## config.mk

```make
export PLATFORM = sky130hd
export DESIGN_NAME = alu_txn_monitor
export DESIGN_NICKNAME = d
export VERILOG_FILES = /design/src/rtl/alu_pkg.sv /design/src/rtl/alu_mon_fifo.sv /design/src/rtl/alu_txn_monitor.sv
export SDC_FILE = /design/constraint.sdc
export NUM_CORES = 1
export LEC_CHECK = 0
export ABC_AREA = 0
export CAP_MARGIN = 5
export CORE_MARGIN = 8
export CORE_UTILIZATION = 30
export CTS_BUF_LIST = sky130_fd_sc_hd__clkbuf_4 sky130_fd_sc_hd__clkbuf_8 sky130_fd_sc_hd__clkbuf_16
export DETAILED_ROUTE_END_ITERATION = 6
export PLACE_DENSITY = 0.5
export REMOVE_ABC_BUFFERS = 1
export SYNTH_ARGS = -nofsm -noshare
export SYNTH_HDL_FRONTEND = slang
export SYNTH_HIERARCHICAL = 1
export SYNTH_SLANG_ARGS = --single-unit
```

## constraint.sdc

```tcl
create_clock -name clk -period 8.5 [get_ports clk]
set_clock_uncertainty 0.2 [all_clocks]
set_input_delay 2.55 -clock clk [delete_from_list [all_inputs] [get_ports clk]]
set_output_delay 2.55 -clock clk [all_outputs]
set_load 0.005 [all_outputs]
```

## src/rtl/alu_pkg.sv

```systemverilog
// Shared types and golden model for the ALU transaction monitor.
// The reference model works on a fixed 64-bit datapath. The caller passes the
// real operand width, and the model masks everything to that width.
package alu_pkg;

   localparam int MAX_W = 64;
   localparam int NCHK  = 7;

   typedef enum logic [2:0] {
      OP_ADD = 3'd0,
      OP_SUB = 3'd1,
      OP_AND = 3'd2,
      OP_OR  = 3'd3,
      OP_XOR = 3'd4,
      OP_SLL = 3'd5,
      OP_SRL = 3'd6,
      OP_CMP = 3'd7
   } opcode_e;

   typedef struct packed {
      logic zero;
      logic carry;
      logic overflow;
      logic negative;
   } flags_t;

   typedef enum logic [2:0] {
      CHK_RESULT = 3'd0,
      CHK_ZERO   = 3'd1,
      CHK_CARRY  = 3'd2,
      CHK_OVF    = 3'd3,
      CHK_NEG    = 3'd4,
      CHK_ORPHAN = 3'd5,
      CHK_QOVF   = 3'd6
   } chk_e;

   typedef struct packed {
      logic [MAX_W-1:0] result;
      flags_t           flags;
   } alu_ref_t;

   // Expected result and flags for one request, evaluated at 'width' bits.
   function automatic alu_ref_t alu_ref_model(input logic [MAX_W-1:0] a,
                                              input logic [MAX_W-1:0] b,
                                              input opcode_e          opcode,
                                              input logic             is_signed,
                                              input int               width);
      logic [MAX_W-1:0] mask_v;
      logic [MAX_W-1:0] sign_v;
      logic [MAX_W-1:0] am_v;
      logic [MAX_W-1:0] bm_v;
      logic [MAX_W-1:0] res_v;
      logic [MAX_W:0]   sum_v;
      logic             carry_v;
      logic             ovf_v;
      logic             lt_v;
      alu_ref_t         out_v;
      // A shift by the full width gives zero, so the subtraction wraps to all ones.
      mask_v  = (64'd1 << width) - 64'd1;
      sign_v  = 64'd1 << (width - 1);
      am_v    = a & mask_v;
      bm_v    = b & mask_v;
      sum_v   = 65'd0;
      res_v   = 64'd0;
      carry_v = 1'b0;
      ovf_v   = 1'b0;
      lt_v    = 1'b0;
      case (opcode)
         OP_ADD: begin
            sum_v   = {1'b0, am_v} + {1'b0, bm_v};
            res_v   = sum_v[MAX_W-1:0] & mask_v;
            carry_v = |(sum_v & ({1'b0, mask_v} + 65'd1));
            ovf_v   = is_signed & ~(|((am_v ^ bm_v) & sign_v)) & (|((res_v ^ am_v) & sign_v));
         end
         OP_SUB: begin
            res_v   = (am_v - bm_v) & mask_v;
            carry_v = (am_v < bm_v);
            ovf_v   = is_signed & (|((am_v ^ bm_v) & sign_v)) & (|((res_v ^ am_v) & sign_v));
         end
         OP_AND: res_v = am_v & bm_v;
         OP_OR:  res_v = am_v | bm_v;
         OP_XOR: res_v = am_v ^ bm_v;
         OP_SLL: res_v = (bm_v >= 64'(width)) ? 64'd0 : ((am_v << bm_v) & mask_v);
         OP_SRL: res_v = (bm_v >= 64'(width)) ? 64'd0 : (am_v >> bm_v);
         OP_CMP: begin
            // Flipping the sign bits turns a signed compare into an unsigned one.
            lt_v  = is_signed ? ((am_v ^ sign_v) < (bm_v ^ sign_v)) : (am_v < bm_v);
            res_v = {{(MAX_W-1){1'b0}}, lt_v};
         end
         default: res_v = 64'd0;
      endcase
      out_v.result         = res_v;
      out_v.flags.zero     = (res_v == 64'd0);
      out_v.flags.carry    = carry_v;
      out_v.flags.overflow = ovf_v;
      out_v.flags.negative = |(res_v & sign_v);
      return out_v;
   endfunction

endpackage

```

## src/rtl/alu_mon_fifo.sv

```systemverilog
// Synchronous FIFO for expected ALU results. A push and a pop in the same
// cycle are accepted while the FIFO is full. The storage array has no reset.
module alu_mon_fifo #(
   parameter int DEPTH   = 8,
   parameter int ENTRY_W = 8
) (
   input  logic                     clk,
   input  logic                     rst,
   input  logic                     push,
   input  logic                     pop,
   input  logic [ENTRY_W-1:0]       wr_data,
   output logic [ENTRY_W-1:0]       rd_data,
   output logic                     full,
   output logic                     empty,
   output logic [$clog2(DEPTH):0]   level
);

   localparam int             AW       = $clog2(DEPTH);
   localparam logic [AW-1:0]  PTR_ONE  = AW'(1);
   localparam logic [AW:0]    CNT_ONE  = (AW+1)'(1);
   localparam logic [AW:0]    CNT_FULL = (AW+1)'(DEPTH);

   logic [ENTRY_W-1:0] mem_r [DEPTH];
   logic [AW-1:0]      wr_ptr_r;
   logic [AW-1:0]      rd_ptr_r;
   logic [AW:0]        count_r;
   logic               wr_en_s;
   logic               rd_en_s;

   assign full    = (count_r == CNT_FULL);
   assign empty   = (count_r == {(AW+1){1'b0}});
   assign level   = count_r;
   assign rd_data = mem_r[rd_ptr_r];
   assign rd_en_s = pop & ~empty;
   assign wr_en_s = push & (~full | rd_en_s);

   // Store the entry being pushed.
   always_ff @(posedge clk) begin
      if (wr_en_s) begin
         mem_r[wr_ptr_r] <= wr_data;
      end
   end

   // Update the pointers and the occupancy count.
   always_ff @(posedge clk) begin
      if (rst) begin
         wr_ptr_r <= {AW{1'b0}};
         rd_ptr_r <= {AW{1'b0}};
         count_r  <= {(AW+1){1'b0}};
      end else begin
         if (wr_en_s) wr_ptr_r <= wr_ptr_r + PTR_ONE;
         if (rd_en_s) rd_ptr_r <= rd_ptr_r + PTR_ONE;
         case ({wr_en_s, rd_en_s})
            2'b10:   count_r <= count_r + CNT_ONE;
            2'b01:   count_r <= count_r - CNT_ONE;
            default: count_r <= count_r;
         endcase
      end
   end

endmodule

```

## src/rtl/alu_txn_monitor.sv

```systemverilog
// Passive monitor for a valid/ready ALU. It computes the expected response
// when each request is accepted and compares the oldest expectation with each
// response that is accepted. The error status is sticky and readable by debug logic.
module alu_txn_monitor
   import alu_pkg::*;
#(
   parameter int WIDTH = 32,
   parameter int DEPTH = 8,
   parameter int CNT_W = 16
) (
   input  logic                     clk,
   input  logic                     rst,
   input  logic                     req_valid,
   input  logic                     req_ready,
   input  logic [WIDTH-1:0]         req_a,
   input  logic [WIDTH-1:0]         req_b,
   input  opcode_e                  req_opcode,
   input  logic                     req_signed,
   input  logic                     rsp_valid,
   input  logic                     rsp_ready,
   input  logic [WIDTH-1:0]         rsp_result,
   input  flags_t                   rsp_flags,
   input  logic                     clear,
   output logic [NCHK-1:0]          err_flags,
   output logic                     err_any,
   output logic [CNT_W-1:0]         txn_count,
   output logic [CNT_W-1:0]         err_count,
   output chk_e                     first_code,
   output opcode_e                  first_opcode,
   output logic [CNT_W-1:0]         first_txn,
   output logic [$clog2(DEPTH):0]   level
);

   typedef struct packed {
      opcode_e          opcode;
      logic [WIDTH-1:0] result;
      flags_t           flags;
   } exp_entry_t;

   localparam int               ENTRY_W = $bits(exp_entry_t);
   localparam logic [CNT_W-1:0] CNT_ONE = CNT_W'(1);
   localparam logic [CNT_W-1:0] CNT_MAX = {CNT_W{1'b1}};

   // Trim the 64-bit golden result to the monitored width.
   function automatic exp_entry_t build_entry(input logic [WIDTH-1:0] a,
                                              input logic [WIDTH-1:0] b,
                                              input opcode_e          op,
                                              input logic             sgn);
      alu_ref_t   ref_v;
      exp_entry_t ent_v;
      ref_v        = alu_ref_model(MAX_W'(a), MAX_W'(b), op, sgn, WIDTH);
      ent_v.opcode = op;
      ent_v.result = ref_v.result[WIDTH-1:0];
      ent_v.flags  = ref_v.flags;
      return ent_v;
   endfunction

   logic             push_s;
   logic             pop_s;
   logic             full_s;
   logic             empty_s;
   logic             fifo_pop_s;
   exp_entry_t       wr_entry_s;
   exp_entry_t       head_s;
   logic [NCHK-1:0]  new_err_s;
   logic [NCHK-1:0]  flags_base_s;
   logic [NCHK-1:0]  flags_next_s;
   logic [CNT_W-1:0] txn_base_s;
   logic [CNT_W-1:0] txn_next_s;
   logic [CNT_W-1:0] ecnt_base_s;
   logic [CNT_W-1:0] ecnt_next_s;
   logic             load_first_s;
   chk_e             first_code_s;
   opcode_e          first_op_s;

   assign push_s     = req_valid & req_ready;
   assign pop_s      = rsp_valid & rsp_ready;
   assign fifo_pop_s = pop_s & ~empty_s;
   assign wr_entry_s = build_entry(req_a, req_b, req_opcode, req_signed);

   alu_mon_fifo #(
      .DEPTH   (DEPTH),
      .ENTRY_W (ENTRY_W)
   ) u_fifo (
      .clk     (clk),
      .rst     (rst),
      .push    (push_s),
      .pop     (pop_s),
      .wr_data (wr_entry_s),
      .rd_data (head_s),
      .full    (full_s),
      .empty   (empty_s),
      .level   (level)
   );

   // Find this cycle's new errors. Field checks use the head entry only when a pop matches it.
   always_comb begin
      new_err_s = {NCHK{1'b0}};
      if (fifo_pop_s) begin
         new_err_s[CHK_RESULT] = (rsp_result != head_s.result);
         new_err_s[CHK_ZERO]   = (rsp_flags.zero != head_s.flags.zero);
         new_err_s[CHK_CARRY]  = (rsp_flags.carry != head_s.flags.carry);
         new_err_s[CHK_OVF]    = (rsp_flags.overflow != head_s.flags.overflow);
         new_err_s[CHK_NEG]    = (rsp_flags.negative != head_s.flags.negative);
      end else begin
         new_err_s[CHK_RESULT] = 1'b0;
      end
      new_err_s[CHK_ORPHAN] = pop_s & empty_s;
      new_err_s[CHK_QOVF]   = push_s & full_s & ~pop_s;
   end

   // Pick the lowest-index new error and the opcode that goes with it.
   always_comb begin
      first_code_s = CHK_RESULT;
      for (int i = NCHK - 1; i >= 0; i--) begin
         first_code_s = new_err_s[i] ? chk_e'(3'(i)) : first_code_s;
      end
      first_op_s = (|new_err_s[4:0]) ? head_s.opcode : OP_ADD;
   end

   // Apply clear first, then add this cycle's events. Counters saturate.
   always_comb begin
      flags_base_s = clear ? {NCHK{1'b0}} : err_flags;
      txn_base_s   = clear ? {CNT_W{1'b0}} : txn_count;
      ecnt_base_s  = clear ? {CNT_W{1'b0}} : err_count;
      flags_next_s = flags_base_s | new_err_s;
      txn_next_s   = (fifo_pop_s && (txn_base_s != CNT_MAX)) ? (txn_base_s + CNT_ONE) : txn_base_s;
      ecnt_next_s  = ((|new_err_s) && (ecnt_base_s != CNT_MAX)) ? (ecnt_base_s + CNT_ONE) : ecnt_base_s;
      load_first_s = (|new_err_s) & (flags_base_s == {NCHK{1'b0}});
   end

   // Register the status outputs. The first_* fields load only on the first error since the last clear.
   always_ff @(posedge clk) begin
      if (rst) begin
         err_flags    <= {NCHK{1'b0}};
         err_any      <= 1'b0;
         txn_count    <= {CNT_W{1'b0}};
         err_count    <= {CNT_W{1'b0}};
         first_code   <= CHK_RESULT;
         first_opcode <= OP_ADD;
         first_txn    <= {CNT_W{1'b0}};
      end else begin
         err_flags <= flags_next_s;
         err_any   <= |flags_next_s;
         txn_count <= txn_next_s;
         err_count <= ecnt_next_s;
         if (load_first_s) begin
            first_code   <= first_code_s;
            first_opcode <= first_op_s;
            first_txn    <= txn_base_s;
         end else if (clear) begin
            first_code   <= CHK_RESULT;
            first_opcode <= OP_ADD;
            first_txn    <= {CNT_W{1'b0}};
         end else begin
            first_code   <= first_code;
            first_opcode <= first_opcode;
            first_txn    <= first_txn;
         end
      end
   end

endmodule

```

# --- Word-level counts from Yosys, hierarchy flattened ---
# Memory sizes are Yosys's and may differ from the RTL's. A register that Yosys moved wholly into a read port is not among the register bits.
# Cells that the tools add are included.
totals:
  ramBits: 312
  ff_bits: 72
  memories: 1
  out_inout_bits: 66
  input_bits: 111
  elab_cells: 108
classes:
  n_mux: 31
  n_reduce_logical: 11
  n_addsub: 8
  order_cmp: 3
  n_shift: 2
  bitwise: 25
  eq_ne: 17
mem_list:
  columns: ["name", "words", "width", "read_ports", "rd_ports_with_merged_regs", "write_ports", "line", "rtl"]
  rows:
  - ["u_fifo.mem_r", 8, 39, 1, 1, 1, "alu_mon_fifo.sv:23", "logic [ENTRY_W-1:0] mem_r [DEPTH];"]
ops:
  columns: ["cell", "count"]
  rows:
  - ["64-bit one-hot mux with 8 select lines", 1]
  - ["16-bit two-way mux", 6]
  - ["32-bit XOR", 3]
  - ["64-bit zero test", 1]
  - ["32-bit less-than comparator", 2]
  - ["64-bit two-way mux", 1]
  - ["32-bit by 32-bit >> shifter with 64-bit output", 1]
  - ["3-bit two-way mux", 13]
  - ["32-bit by 32-bit adder with 33-bit output", 1]
  - ["16-bit by 1-bit adder with 16-bit output (second input constant)", 2]
  - ["32-bit AND", 1]
  - ["32-bit by 6-bit >= comparator with 1-bit output (second input constant)", 1]
  - ["32-bit two-way mux", 1]
  - ["16-bit != test (second input constant)", 2]
  - ["32-bit != test", 1]
  - ["32-bit bitwise OR", 1]
  - ["32-bit by 32-bit << shifter with 32-bit output", 1]
  - ["32-bit subtractor", 1]
  - ["7-bit OR reduction", 2]
  - ["1-bit AND", 12]
  - ["3-bit equality test (second input constant)", 4]
  - ["4-bit one-hot mux with 2 select lines", 1]
  - ["7-bit zero test", 1]
  - ["7-bit two-way mux", 1]
  - ["other kinds (20)", 36]

# --- Longest topological paths before layout ---
# Gate-level depths: netlist of the first run.
depth:
  ltp_word: 11
  ltp_mapped: 17
  mapped_depth_nobuf: 15

# --- Cells and area by module ---
# Netlist of the first run, hierarchy kept.
modules_own_cells:
  columns: ["module", "area_each_um2", "seq_area_each_um2", "cells_per_inst", "instances"]
  rows:
  - ["alu_mon_fifo", 12406.9, 9629.2, 524, 1]
  - ["alu_txn_monitor", 12306.8, 1241.2, 1657, 1]

# --- Worst setup path after synthesis of the first run ---
# Ideal clock, no wire load.
synth_timing:
  path_kind: "input -> register"
  from: "input port req_b[1]"
  to: "memory u_fifo/mem_r[0][3] (netlist name) (data pin)"
  path_stages: 17
  slack_ns: 0.707
  path_buffers: 4
  setup_ns: 0.211
  t_arrival_ns: 7.382
  path_cell_list: "buf_2 inv_2 buf_1 buf_1 clkbuf_1 ha_1 a211o_1 and3_1 or4_1 a31oi_1 o211ai_1 or3_1 or4_1 or4b_1 nor4_1 nand4b_1 nor3_2"
synth_rtl:
  columns: ["item", "line", "rtl"]
  rows:
  - ["start, declared", "alu_txn_monitor.sv:16", "input logic [WIDTH-1:0] req_b,"]
  - ["end, declared", "alu_mon_fifo.sv:23", null]

==> results of run 1 <==
Yosys cell counts, drive strengths merged, types with 26 or more instances:
library cell and count:
inv 109, buf 52, mux4 144, ha 104, dfxtp 75, a31oi 26, mux2i 47, clkbuf 88
mux2 53, o21ai 78, nand3 40, o211ai 38, nor3 43, nor2 199, edfxtp 312, a21oi 133
nand2 140, nor4 27, xnor2 62, a22oi 30
cell families (layout without fill, tap and decap cells):
logic type,Yosys count,in the layout
simple gates,582,582
mux,244,244
compound gates,523,523
buf+inv,254,460
xor+xnor,85,85
flops,387,387
fa+ha+maj,106,106
other cells,0,1
through the flow:
step | std cells | utilization
6_report | 3458 | 0.358
5_1_grt | 3457 | 0.358
4_1_cts | 3456 | 0.358
3_5_place_dp | 3384 | 0.342
3_3_place_gp | 3384 | 0.342
2_1_floorplan | 2041 | -
layout make-up:
class                           instances  area (um2)
Clock inverter                         21         224
Inverter                              114         428
Tap cell                             1070        1340
Sequential cell                       387       10900
Clock buffer                           51        1100
Multi-Input combinational cell       1540       12800
Fill cell                            8097       52500
Timing Repair Buffer                  274        2510
Antenna cell                            1        2.50
worst reg2reg max path, cell delays in order, from the launching register on:
cell     delay [ns]
dfxtp_4        0.69
buf_4          0.64
mux4_2         0.63
mux2_2         0.34
xnor2_1        0.14
nand4_1        0.10
nor4_1         0.06
buf_4          0.15
a31oi_1        0.25
nor2_1         0.19
a21o_1         0.29
nor4_1         0.67
nand3_1        0.18
mux2_2         0.30
nor2_1         0.08
cell usage in the layout (no fill, tap or decap), drive strengths merged, types with 13 or more instances in the layout:
master / n
a211o: 13
a211oi: 18
a21o: 15
a21oi: 133
a22oi: 30
a31oi: 26
and3: 15
buf: 104
clkbuf: 51
clkdlybuf4s50: 170
clkinv: 18
dfxtp: 75
edfxtp: 312
ha: 104
inv: 110
mux2: 53
mux2i: 47
mux4: 144
nand2: 140
nand2b: 18
nand3: 40
nand4: 21
nor2: 199
nor2b: 23
nor3: 43
nor4: 27
o211ai: 38
o21ai: 78
o221ai: 13
o22ai: 23
o31ai: 17
xnor2: 62
xor2: 23
flip-flops by register name, summed over array words and instances (netlist names), named ones only:
register / count
u_fifo/mem_r: 312
err_count: 16
first_txn: 16
txn_count: 16
err_flags: 7
u_fifo/level: 4
first_code: 3
first_opcode: 3
u_fifo/rd_ptr_r: 3
u_fifo/wr_ptr_r: 3
err_any: 1
worst min-delay path by stage:
stage	end	from	cells past startpoint	slack [ns]
floorplan	err_flags[6]	err_flags[6]	2	0.27
global placement	err_flags[1]	err_flags[1]	2	0.28
detailed placement	first_txn[8]	first_txn[8]	2	0.28
CTS	err_flags[1]	err_flags[1]	2	0.29
global route	err_flags[4]	err_flags[4]	2	0.32
finish	err_flags[1]	err_flags[1]	2	0.29
report_power, final:
part | switching, mW | internal, mW | total (mW)
sequential | 0.0245 | 2.11 | 2.14
clock | 0.706 | 1.04 | 1.75
combinational | 0.642 | 0.438 | 1.08
total | 1.37 | 3.59 | 4.96
routing by layer:
metal | share of wire | vias up
met3 | 0.050 | 129
met5 | 0 | -
met2 | 0.47 | 689
met4 | 0.035 | 0
met1 | 0.44 | 9891
li1 | - | 8771
==> results.py, run 1 <==
metrics = {
    "logic_synthesis": {
        "synth_xor_xnor_area_share": 0.0301,
        "synth_compound_area_frac": 0.145,
        "synth_area_leaders": "edfxtp_1 (38%), mux4_2 (12%), dfxtp_1 (6.1%), ha_1 (5.3%), nor2_1 (3.0%)",
        "syn_area_um2": 24700,
        "seq_area_frac_synth": 0.440,
        "synth_cell_types": 91,
        "syn_inst": 2181,
        "muxShareOfSynthArea": 0.176,
        "yosys_warnings": 6,
        "synth_top_family_by_area": "multiplexers",
        "netlist.area_leader.share": 0.379,
        "synth-simple-area-share": 0.112,
        "synthFlopType": "edfxtp_1",
        "synth-async-reset-ratio": 0,
        "synth_edf_count": 312,
        "ys_seq_elements": 387,
        "syn_avg_cell_area_um2": 11.3,
        "synth_largest_area_cell": "edfxtp_1",
        "synthAdderAreaFrac": 0.0543,
    },
    "global_routing": {
        "antenna_found_initial": 2,
        "gr-total-overflow": 0,
        "grt_usage": 0.187,
        "grtUsageMet1": 0.257,
        "grt_pass1_wl_mm": 131,
        "busiest_layer": "met2",
        "use_met2": 0.308,
        "use_met3": 0.0191,
        "grt_max_degree": 80,
        "grt_pass1_vias": 19583,
    },
    "critical_path": {
        "crit_path_end": "u_fifo/mem_r[7][3]",
        "crit_required_ns": 8.59,
        "r2r_setup_slack_ns": 3.53,
        "worstPathCellList": "clkdlybuf4s50_1, ha_1, inv_1, fa_1, nor2b_1, o31ai_1, a31oi_1, a21oi_1, o21ai_0, a41o_1, a2111oi_0, o31a_1, nand3_1, or4_1, nor3_2",
        "cp.arrival_ns": 7.85,
        "path_depth": 15,
        "cp_top_family": "compound AO/OA/AOI/OAI gates",
        "critical_path.endpoint_type": "register",
        "path_class": "in -> reg",
        "slowest_delay_ns": 0.63,
        "start_kind": "primary input",
        "rr_endpoint": "err_count[7]",
        "cp_slowest_cell": "or4_1",
        "critical_path_buf_inv_count": 2,
        "crit_fanout": 9,
        "worstRegToRegCells": 14,
        "cp-startpoint": "req_a[0]",
    },
    "timing": {
        "worst_pin_slew_ns": 1.15,
        "max_freq_mhz": 129,
        "setup_violations": 0,
        "min_period_ns": 7.75,
        "fin_crit_sh": 0.912,
        "drv_slew": 0,
        "fin_ws_ns": 0.745,
        "whs_ns": 0.289,
        "hold_violations": 0,
        "setup_tns_ns": 0,
        "rsz0062_at_grt": "no",
        "maxSlewHeadroom": 0.230,
    },
    "drt": {
        "routed_wl_mm": 88.6,
        "viasPerCell": 5.63,
        "first_pass_iters": 5,
        "ant_nets": 0,
        "drc_errors": 0,
        "wl_per_cell_um": 25.6,
        "drtIter0Drc": 1782,
        "vias": 19480,
    },
    "floorplanning": {
        "start_util": 0.302,
        "fp.dieW_um": 303,
        "rows": 105,
        "core-area_um2": 81800,
        "dieArea_um2": 91800,
        "die_height_um": 303,
        "io_pins": 177,
    },
    "clock_tree": {
        "clkLatencyLatePin_ns": 0.52,
        "cts_setup_buffers": 0,
        "cts_root_buffer": "clkbuf_16",
        "htree_levels": 2,
        "postCtsHoldBufs": 0,
        "clkTransAtPathRegs_ns": 0.06,
        "cts_buffers": 39,
        "cts.repair.resized": 0,
        "cts_tree": "done",
        "clk_path_buf_depth": 3,
        "cts.sinks": 387,
    },
    "worst_hold_path": {
        "hold_path_class": "reg -> reg",
    },
    "outcome": {
        "status": "completed",
    },
    "final_layout": {
        "area_delta_synth_final_pct": 18.6,
        "drive_above_1_share": 0.168,
        "final_nets": 2573,
        "finalInstanceArea_um2": 29300,
    },
    "placed_design": {
        "place_area_um2": 28000,
        "pre_cts_slack_ns": 0.392,
        "dp_hpwl_mm": 65.4,
        "io_buffers": 176,
        "gp_congestion": 0.975,
    },
    "power_and_ir_drop": {
        "fin_total_pwr_mw": 4.96,
        "power.density_nw_per_um2": 169,
        "ir_drop_mv": 0.114,
        "leakagePower_nw": 10.1,
    },
    "run": {
        "max_cap_viol_count": 0,
    },
}
Power figures use the tool's default switching activity.
==> inputs of run 2 (changes only) <==
--- a/config.mk
+++ b/config.mk
@@ -8,10 +8,10 @@
 export ABC_AREA = 0
 export CAP_MARGIN = 5
 export CORE_MARGIN = 8
-export CORE_UTILIZATION = 30
+export CORE_UTILIZATION = 60
 export CTS_BUF_LIST = sky130_fd_sc_hd__clkbuf_4 sky130_fd_sc_hd__clkbuf_8 sky130_fd_sc_hd__clkbuf_16
 export DETAILED_ROUTE_END_ITERATION = 6
-export PLACE_DENSITY = 0.5
+export PLACE_DENSITY = 0.85
 export REMOVE_ABC_BUFFERS = 1
 export SYNTH_ARGS = -nofsm -noshare
 export SYNTH_HDL_FRONTEND = slang
==> run 2 against run 1 <==
Against the previous run:
- die area decreased by 48%
- design area fell by 2.6%
- register-to-register slack lost 1.1 ns
- power fell by 0.38%
- count of clock-buffer cells in the layout fell by 2
- wire length grew 0.83%
- flip-flop and latch count stayed put
- via count up 8.0%
- critical path depth is the same
- sequential power barely moved
- clock power is 2% lower
- highest routed layer unchanged
- maximum frequency grew 0.22%
==> results.py, run 2 (synthesis gave the netlist of run 1 again) <==
metrics = {
    "power_and_ir_drop": {
        "fin_total_pwr_mw": 4.94,
        "power.density_nw_per_um2": 173,
        "leakagePower_nw": 10.0,
        "ir_drop_mv": 0.126,
    },
    "floorplanning": {
        "core-area_um2": 40700,
        "die_height_um": 219,
        "fp.dieW_um": 219,
        "rows": 74,
        "dieArea_um2": 47900,
        "io_pins": 177,
        "start_util": 0.607,
    },
    "worst_hold_path": {
        "hold_depth": 2,
        "worstHoldStart": "first_txn[1]",
        "min_to": "first_txn[1]",
        "hold_path_class": "reg -> reg",
    },
    "clock_tree": {
        "clkLatencyLatePin_ns": 0.54,
        "cts.repair.resized": 0,
        "cts_buffers": 37,
        "postCtsHoldBufs": 0,
        "cts_setup_buffers": 0,
        "htree_levels": 2,
        "clk_path_buf_depth": 3,
        "clkTransAtPathRegs_ns": 0.07,
        "cts_tree": "done",
        "cts.sinks": 387,
        "cts_root_buffer": "clkbuf_16",
    },
    "final_layout": {
        "diodes": 0,
        "largest_reg_flops": 312,
        "final_common_cell": "edfxtp_1",
        "final_nets": 2570,
        "final_cell_mix": "edfxtp_1 (312), nor2_1 (195), clkdlybuf4s50_1 (172), nand2_1 (140), mux4_2 (136)",
        "drive_above_1_share": 0.166,
        "fin_cells": 2914,
        "largest_register": "u_fifo/mem_r",
        "area_delta_synth_final_pct": 15.6,
    },
    "run": {
        "max_cap_viol_count": 0,
    },
    "placed_design": {
        "pre_cts_slack_ns": 0.339,
        "dp_hpwl_mm": 61.7,
        "dp.cells": 2846,
        "gp_congestion": 1.06,
        "io_buffers": 176,
    },
    "timing": {
        "hold_violations": 0,
        "fin_crit_sh": 0.910,
        "fin_ws_ns": 0.762,
        "drv_slew": 0,
        "rsz0062_at_grt": "no",
        "whs_ns": 0.308,
        "max_freq_mhz": 129,
        "setup_violations": 0,
        "maxSlewHeadroom": 0.0341,
        "worst_pin_slew_ns": 1.41,
        "min_period_ns": 7.74,
        "setup_tns_ns": 0,
    },
    "global_routing": {
        "gr-total-overflow": 0,
        "grt_pass1_vias": 20771,
        "grt_max_degree": 80,
        "antenna_found_initial": 0,
        "grt_usage": 0.367,
        "grt_pass1_wl_mm": 133,
    },
    "critical_path": {
        "critical_path.endpoint_type": "register",
        "cp.arrival_ns": 7.81,
        "crit_required_ns": 8.57,
        "r2r_setup_slack_ns": 2.41,
        "path_class": "in -> reg",
        "start_kind": "primary input",
        "crit_fanout": 9,
        "worstRegToRegCells": 12,
        "rr_endpoint": "first_code[1]",
    },
    "drt": {
        "drc_errors": 0,
        "drtIter0Drc": 3097,
        "first_pass_iters": 6,
        "vias": 21040,
        "ant_nets": 0,
        "routed_wl_mm": 89.3,
        "viasPerCell": 7.22,
        "wl_per_cell_um": 30.6,
    },
    "outcome": {
        "status": "completed",
    },
}
-- run 2: cell count changes in the layout (fill, tap and decap cells not counted), moves of 2 or more --
cell / before / now
clkinv_2: 5 / 7
clkbuf_8: 3 / 1
clkinvlp_4: 3 / 1
clkinv_1: 11 / 9
clkdlybuf4s50_1: 170 / 172
buf_2: 5 / 3
-- run 2: area by class of cell --
type | instances | area [um2]
multi-input cells | 1540 | 12800
fillers | 2778 | 12200
flip-flops and latches | 387 | 10900
repair buffers | 273 | 2500
clock buffers | 49 | 1060
well taps | 532 | 666
inverters | 114 | 428
clock inverters | 19 | 204
-- run 2: where the power goes --
group / internal (mW) / leakage (nW) / total [mW] / switching [mW]
clock: 1.00 / 0.633 / 1.71 / 0.708
sequential: 2.11 / 3.46 / 2.14 / 0.0327
combinational: 0.435 / 5.93 / 1.09 / 0.653
-- run 2: how the worst max path moves through the flow --
stage               cells after the start       from                 end  slack [ns]
floorplan                               4  rsp_valid  u_fifo/mem_r[0][0]        1.13
global placement                       16   req_a[0]  u_fifo/mem_r[0][3]        0.72
detailed placement                     15   req_a[0]  u_fifo/mem_r[0][3]        0.34
CTS                                    15   req_a[0]  u_fifo/mem_r[0][3]        0.90
global route                           16   req_a[0]  u_fifo/mem_r[0][3]        0.56
finish                                 15   req_a[0]  u_fifo/mem_r[2][3]        0.76
-- run 2: stage by stage --
step                 util  cell area [um2]
floorplan               -            24100
global placement    0.670            27300
detailed placement  0.670            27300
CTS                 0.701            28600
global route        0.701            28600
finish              0.701            28600
-- run 2: worst max-delay path, stage by stage --
cell and delay, ns:
clkdlybuf4s50_1 0.56, ha_1 0.34, inv_1 0.09, fa_1 0.23, nor2b_1 0.08, o31ai_1 0.49, a31oi_1 0.32, a21oi_1 0.34
o21ai_0 0.28, a41o_1 0.30, a2111oi_0 0.62, o31a_1 0.22, nand3_1 0.31, or4_1 0.64, nor3_2 0.42
-- run 2: metal layers --
metal | track usage | up-vias | share of wire
li1 | - | 8791 | -
met1 | 0.468 | 10288 | 0.36
met2 | 0.597 | 1625 | 0.47
met3 | 0.0562 | 336 | 0.10
met4 | 0.203 | 0 | 0.065
met5 | 0 | - | 0
